==> src/rtl/chip_7458_tester.sv <==
// Sequencer that sweeps all 1024 vectors through an external 7458 and counts mismatches against a golden model.
// Optional first-failure capture ports are enabled by defining CHIP7458_TESTER_FIRST_FAIL_EN.
module chip_7458_tester #(
  parameter int unsigned SETTLE_CYCLES = 1,
  parameter int unsigned ERR_W         = 11
) (
  input  logic             clk,
  input  logic             reset,
  input  logic             start,
  input  logic             abort,
  output logic [9:0]       dut_in,
  input  logic             dut_p1y,
  input  logic             dut_p2y,
  output logic             busy,
  output logic             done,
  output logic             pass,
  output logic [ERR_W-1:0] err_count
`ifdef CHIP7458_TESTER_FIRST_FAIL_EN
  ,
  output logic             ff_valid,
  output logic [9:0]       ff_vec,
  output logic [1:0]       ff_obs
`endif
);

  localparam int unsigned    CNT_W    = (SETTLE_CYCLES > 1) ? $clog2(SETTLE_CYCLES) : 1;
  localparam logic [CNT_W-1:0] CNT_LAST = CNT_W'(SETTLE_CYCLES - 1);
  localparam logic [9:0]     VEC_LAST = 10'h3FF;
  localparam logic [ERR_W-1:0] ERR_MAX = '1;

  typedef enum logic [1:0] {IDLE, SETTLE, CHECK, DONE} state_t;

  state_t           state, state_n;
  logic [CNT_W-1:0] cnt, cnt_n;
  logic [9:0]       dut_in_n;
  logic [ERR_W-1:0] err_n;
  logic             busy_n, done_n, pass_n;
  logic             exp_p1y_c, exp_p2y_c, mismatch_c;

  // Golden 7458 model, driven from the registered vector
  assign exp_p1y_c  = (dut_in[0] & dut_in[1] & dut_in[2]) | (dut_in[3] & dut_in[4] & dut_in[5]);
  assign exp_p2y_c  = (dut_in[6] & dut_in[7]) | (dut_in[8] & dut_in[9]);
  assign mismatch_c = (dut_p1y != exp_p1y_c) | (dut_p2y != exp_p2y_c);

`ifdef CHIP7458_TESTER_FIRST_FAIL_EN
  logic       ff_valid_n;
  logic [9:0] ff_vec_n;
  logic [1:0] ff_obs_n;
`endif

  always_ff @(posedge clk or posedge reset) begin
    if (reset) begin
      state     <= IDLE;
      cnt       <= '0;
      dut_in    <= '0;
      err_count <= '0;
      busy      <= 1'b0;
      done      <= 1'b0;
      pass      <= 1'b0;
`ifdef CHIP7458_TESTER_FIRST_FAIL_EN
      ff_valid  <= 1'b0;
      ff_vec    <= '0;
      ff_obs    <= '0;
`endif
    end else begin
      state     <= state_n;
      cnt       <= cnt_n;
      dut_in    <= dut_in_n;
      err_count <= err_n;
      busy      <= busy_n;
      done      <= done_n;
      pass      <= pass_n;
`ifdef CHIP7458_TESTER_FIRST_FAIL_EN
      ff_valid  <= ff_valid_n;
      ff_vec    <= ff_vec_n;
      ff_obs    <= ff_obs_n;
`endif
    end
  end

  // Next-state and registered-output logic; abort outranks the CHECK update
  always_comb begin
    state_n  = state;
    cnt_n    = cnt;
    dut_in_n = dut_in;
    err_n    = err_count;
`ifdef CHIP7458_TESTER_FIRST_FAIL_EN
    ff_valid_n = ff_valid;
    ff_vec_n   = ff_vec;
    ff_obs_n   = ff_obs;
`endif
    case (state)
      IDLE, DONE: begin
        if (start) begin
          state_n  = SETTLE;
          dut_in_n = '0;
          cnt_n    = '0;
          err_n    = '0;
`ifdef CHIP7458_TESTER_FIRST_FAIL_EN
          ff_valid_n = 1'b0;
          ff_vec_n   = '0;
          ff_obs_n   = '0;
`endif
        end
      end
      SETTLE: begin
        if (abort) begin
          state_n  = IDLE;
          dut_in_n = '0;
          cnt_n    = '0;
        end else if (cnt == CNT_LAST) begin
          state_n = CHECK;
        end else begin
          cnt_n = cnt + CNT_W'(1);
        end
      end
      CHECK: begin
        if (abort) begin
          state_n  = IDLE;
          dut_in_n = '0;
          cnt_n    = '0;
        end else begin
          if (mismatch_c && (err_count != ERR_MAX)) begin
            err_n = err_count + ERR_W'(1);
          end
`ifdef CHIP7458_TESTER_FIRST_FAIL_EN
          if (mismatch_c && !ff_valid) begin
            ff_valid_n = 1'b1;
            ff_vec_n   = dut_in;
            ff_obs_n   = {dut_p2y, dut_p1y};
          end
`endif
          if (dut_in == VEC_LAST) begin
            state_n = DONE;
          end else begin
            state_n  = SETTLE;
            dut_in_n = dut_in + 10'd1;
            cnt_n    = '0;
          end
        end
      end
      default: state_n = IDLE;
    endcase
    busy_n = (state_n == SETTLE) || (state_n == CHECK);
    done_n = (state_n == DONE);
    pass_n = (state_n == DONE) && (err_n == '0);
  end

endmodule
==> config.mk <==
export PLATFORM = sky130hd
export DESIGN_NAME = chip_7458_tester
export DESIGN_NICKNAME = d
export VERILOG_FILES = /design/src/rtl/chip_7458_tester.sv
export SDC_FILE = /design/constraint.sdc
export NUM_CORES = 1
export LEC_CHECK = 0
export ABC_AREA = 1
export BUFFER_PORTS_ARGS = -buffer_cell sky130_fd_sc_hd__buf_2
export CORE_ASPECT_RATIO = 0.6
export CORE_MARGIN = 8
export CORE_UTILIZATION = 25
export DETAILED_ROUTE_END_ITERATION = 16
export GPL_ROUTABILITY_DRIVEN = 0
export SLEW_MARGIN = 0
export SYNTH_ARGS = -nofsm -noshare
export SYNTH_HDL_FRONTEND = slang
export SYNTH_SLANG_ARGS = --single-unit
==> constraint.sdc <==
create_clock -name clk -period 5.35 [get_ports clk]
set_clock_uncertainty 0.15 [all_clocks]
set_input_delay 0.8025 -clock clk [delete_from_list [all_inputs] [get_ports clk]]
set_output_delay 0.8025 -clock clk [all_outputs]
set_load 0.1 [all_outputs]
Word level (Yosys, flattened, before mapping)
Cells that the tools add are included.

Register bits after elaboration: 27. Logic and storage cells: 61. Input bits: 6.

Equal/unequal tests: 13. Reduce and logical (&&, ||, !) cells: 8. Bitwise operators: 9. Muxes and demuxes: 21. $add $sub $neg: 3.

Operator list (number): $mux W10 (4); $mux W11 (3); $pmux W10 S3 (1); $pmux W11 S2 (1); $add A11 B1 Y11 const B (1); $logic_not A11 Y1 (1); $ne A11 B11 Y1 const B (1); $add A10 B1 Y10 const B (1); $eq A10 B10 Y1 const B (1); $mux W2 (5); $eq A2 B2 Y1 const B (4); $and A1 B1 Y1 (6); $pmux W2 S3 (1); $mux W1 (5); $eq A2 B1 Y1 const B (2); $ne A2 B2 Y1 const B (2); $ne A3 B3 Y1 const B (1); $or A1 B1 Y1 (3); $pmux W1 S3 (1); $reduce_and A3 Y1 (1); $logic_and A1 B1 Y1 (2); $logic_not A2 Y1 (1); $ne A1 B1 Y1 (2); $reduce_and A2 Y1 (1); other kinds (3) (3).

Longest topological paths before layout
Depth in word-level cells: 11. Mapped depth: 16. Depth with buffers taken out: 16.

Worst setup path before layout
Ideal clock, no wire load.

Path type: register to register. Start point: reg dut_in[1]. End point: reg pass. Stages on the path, launching flop included: 17. Clock period less this slack: 2642 ps. Arrival time: 2423 ps. Path slack: 2708 ps. Cell sequence: dfrtp_1 > ha_1 > nand2_1 > inv_1 > nand3_1 > nor2_1 > nand2_1 > nand2_1 > nand2_1 > o21ai_0 > ha_1 > inv_1 > nor2_1 > nand2_1 > nor2_4 > nand2_2 > nor2_2.

Elaborated cells on any way between the ends: 16. Classes of those cells: eq/ne: 3; mux: 6; bitwise: 4; reduce/logical: 3.

RTL lines: start, declared (RTL line 11) `output logic [9:0] dut_in,`; start signal, assigned (RTL line 68) `dut_in <= dut_in_n;`; $eq A10 B10 Y1 (RTL line 133) `if (dut_in == VEC_LAST) begin`; $mux W2 (RTL line 133); $mux W2 (RTL line 118) `if (abort) begin`; $pmux W2 S3 (RTL line 92) `case (state)`; named net state_n[1] (RTL line 33) `state_t state, state_n;`; $eq A2 B2 Y1; named net done_n (RTL line 37) `logic busy_n, done_n, pass_n;`; $logic_and A1 B1 Y1 (RTL line 146) `pass_n = (state_n == DONE) && (err_n == '0);`; named net pass_n (RTL line 37); end signal, assigned (RTL line 72) `pass <= pass_n;`; end, declared (RTL line 16) `output logic pass,`.

The timed path passes the listed nets, and every way through them passes these cells. A chain may end at the register's enable or synchronous reset.

Final worst setup path
Start point: reg state[0]. End point: reg dut_in[9].

Cells in the longest elaborated chain, start to end: 4. Elaborated cells on any way between the ends: 10. Classes of those cells: eq/ne: 6; mux: 1; reduce/logical: 3.

Ends and longest elaborated chain: start, declared (RTL line 33); start signal, assigned (RTL line 66) `state <= state_n;`; $eq A2 B2 Y1 / $logic_not A2 Y1 (equally long branches) (RTL line 92); $reduce_or A2 Y1 (RTL line 92); $ne A2 B2 Y1 (no line); $reduce_and A3 Y1 (no line).

Several ways; a longest one is shown, not always the timed one.

==> summary.txt <==
Power
  – Pwr Total: 0.749 mW
  – Pwr/cell area: 364 nW/um^2
  – Max VDD drop: ~0.29 mV
  – Leakage power: 1.14 nW

Detailed routing
  – WL/cell: approximately 12 um
  – Final ANT Viol Nets: 0
  – First-pass iteration count of the detailed router: 4
  – Initial drt markers: 144
  – DR vias/cell: 4.28
  – # DRC: 0
  – WL final: about 4500 um
  – Total number of vias: approximately 1500

GRT
  – First-pass GRT wire length: approximately 7800 um
  – Largest net degree at the start of global routing: 27
  – Gr usage total: 9.99%
  – Initial antenna violation count: 0
  – Vias in the first global route: 1514
  – Remaining global-route overflow: 0

Worst setup path
  – CP Buf/Inv Count: 2
  – Worst path top cell family by delay: simple AND/OR/NAND/NOR gates
  – WP data required: 5.36 ns
  – Setup crit start kind: flip-flop
  – Slowest cell on crit path: nor2_1
  – Crit Path Max Fanout: 11
  – Setup CP Type: flip-flop to flip-flop
  – Worst setup EP type: flip-flop
  – CP Cell Sequence: inv_1 > ha_1 > inv_2 > nor3_1 > nand2_1 > nand2_1 > nor2_1 > nand2_1 > nor2_1 > nand3_1 > o21ai_1 > a21oi_1
  – Delay of the slowest critical-path stage: 0.49 ns
  – Worst path arrival time: 2.55 ns
  – Most common cell type on the critical path: nand2_1

STA
  – RSZ-0062 raised after global routing: no
  – Final hold slack: 0.398 ns
  – Max-slew violation count: 0
  – Actual slew at the worst max-slew pin: 1.08 ns
  – Final period utilization: about 48%
  – Peak Freq: 392 MHz
  – Final TNS setup: 0 ns
  – Tmin final: 2.55 ns
  – Setup ws final: 2.80 ns
  – Setup violation total in the final timing report: 0
  – Final Hold Viols: 0
  – Slew margin rel.: 28.2%

Yosys
  – Main combinational cell family by area after synthesis: simple AND/OR/NAND/NOR gates
  – Syn avg cell area: 7.10 um^2
  – Ys async rst share: 100%
  – Number of synthesized register bits: 26
  – Adder-cell share of the synthesized area: under 10%
  – Prevailing post-synth register cell: dfrtp_1
  – Post-Synth Simple-Gate Area: 33.6%
  – Compound-Gate Fraction of Synth Area: a little under a tenth
  – Gate Count Post-Synth: 243
  – Number of synthesized flops with an enable pin: 0
  – Synthesized Nets: 256
  – Unique masters post-synth: 29
  – XOR/XNOR Fraction of Synth Area: 1.02%
  – YS warnings: 0
  – Post-synthesis mux area share: 0%
  – Post-synthesis sequential area ratio: 37.7%
  – Cell Area, Synth: 1720 um^2

Die
  – FP Rows: 23
  – Core area: 6680 um^2
  – Die area: between 9000 and 10000 um^2
  – Die X: roughly 120 um
  – Io pins: 30
  – Starting density of the core: 25.8%
  – Die height: 80.3 um

Job
  – Max-Cap Viols: 0

Clock tree
  – Clk Latency, worst-skew pair: about 0.27 ns
  – Clock slew at reported path FFs: 0.07 ns
  – H-tree depth: 1
  – CTS Buffer Depth: 2
  – CTS Hold Bufs: 0
  – TritonCTS clock tree: yes
  – Clk root buf: clkbuf_16
  – Num CTS Buffers: 3
  – Post-cts resize count: 0
  – Postcts setup bufs: 0
  – CTS sink count: 26

Final layout
  – Fill count: about 730
  – Register area: 651 um^2
  – Layout Area Growth over Synthesis: 19.2%
  – Design area: 2060 um^2
  – # diodes: 0
  – Final #Nets: 289
  – Area occupied by multi-input gates: 848 um^2
  – Layout cells sized above 1: 22.2%

Min path
  – Hold Crit Class: flip-flop to flip-flop

Placed design
  – Port buffer count: 29
  – Pre-CTS setup slack: 2.71 ns
  – Dpl hpwl: 3570 um
  – Placement Cell Area: roughly 2000 um^2

Status
  – Status: finished clean
-- synthesized netlist by cell type (2+ instances only) --
master    n  area, um^2
nand4_1   2        12.5
nand2_2   7        43.8
inv_1    48         180
inv_2     9        33.8
o21ai_1   5        25.0
nor2_4    2        22.5
a21oi_1   3        15.0
nor2_1   19        71.3
nand3_2   2        20.0
nand3_1  24         120
ha_1      7        87.6
nor3_1    7        35.0
nand2_1  55         206
o21ai_0   9        45.0
o21ai_2   2        17.5
xor2_1    2        17.5
nor2_2    3        18.8
dfrtp_1  26         651
-- metrics by stage --
stage	cells	util [%]
floorplan	243	-
global placement	358	29.5
detailed placement	358	29.5
CTS	362	30.8
global route	362	30.8
finish	362	30.8
-- worst min-delay path: cells and delay by family, from the launching register on --
kind	cells	cell delay [ns]
AO/OA/AOI/OAI	1	0.05
buffers and inverters	1	0.06
flip-flops	1	0.40
-- layout by cell type, fill, tap and decap left out, drive strengths merged --
cell type / count
nor3: 8
o21a: 1
a21oi: 4
o21bai: 1
inv: 57
ha: 7
o22ai: 1
nand2: 63
a31oi: 1
o21ai: 16
nor2: 24
nor3b: 1
buf: 29
dfrtp: 26
nand4: 2
a31o: 1
xor2: 2
nand3: 26
clkbuf: 4
a221oi: 1
-- registers in the layout (all words and copies together) (netlist names) --
| name | flops |
|---|---|
| pass | 1 |
| dut_in | 10 |
| err_count | 11 |
| busy | 1 |
| done | 1 |
| state | 2 |
-- final timing paths --
kind | start | depth (start not counted) | endpoint | slack [ns]
worst max-delay path | state[0] | 12 | dut_in[9] | 2.80
worst min-delay path | dut_in[9] | 2 | dut_in[9] | 0.40
worst max register to register | state[0] | 12 | dut_in[9] | 2.80
worst min register to register | dut_in[9] | 2 | dut_in[9] | 0.40
max in group asynchronous | reset | 2 | dut_in[6] | 3.75
min in group asynchronous | reset | 2 | err_count[1] | 0.65
-- kinds of logic after synthesis --
logic type | Yosys count
and+or+nand+nor | 124
DFF | 26
adders and majority gates | 7
buffers and inverters | 58
AOI/OAI and AO/OA | 26
xor gates and xnor gates | 2
-- cell type report --
class	count	share of cell area [%]
clock buffers	4	4.32
inverters	57	10.4
multi-input cells	159	41.3
flip-flops and latches	26	31.6
well taps	87	5.30
repair buffers	29	7.06
-- routing by layer --
metal / share of wire [%] / vias up / global-route usage [%] / wire [um]
met5: 0 / - / 0 / 0
met4: 0.89 / 0 / 2.75 / 40
met3: 5.7 / 4 / 2.80 / 255
met2: 39 / 29 / 13.6 / 1750
met1: 54 / 691 / 14.8 / 2450
li1: - / 825 / - / -
-- where the power goes --
group | total (mW) | internal (mW) | leakage (nW) | switching (mW)
combinational | 0.331 | 0.0776 | 0.735 | 0.254
sequential | 0.226 | 0.215 | 0.358 | 0.0109
clock | 0.191 | 0.115 | 0.0442 | 0.0761
Power figures use the tool's default switching activity.
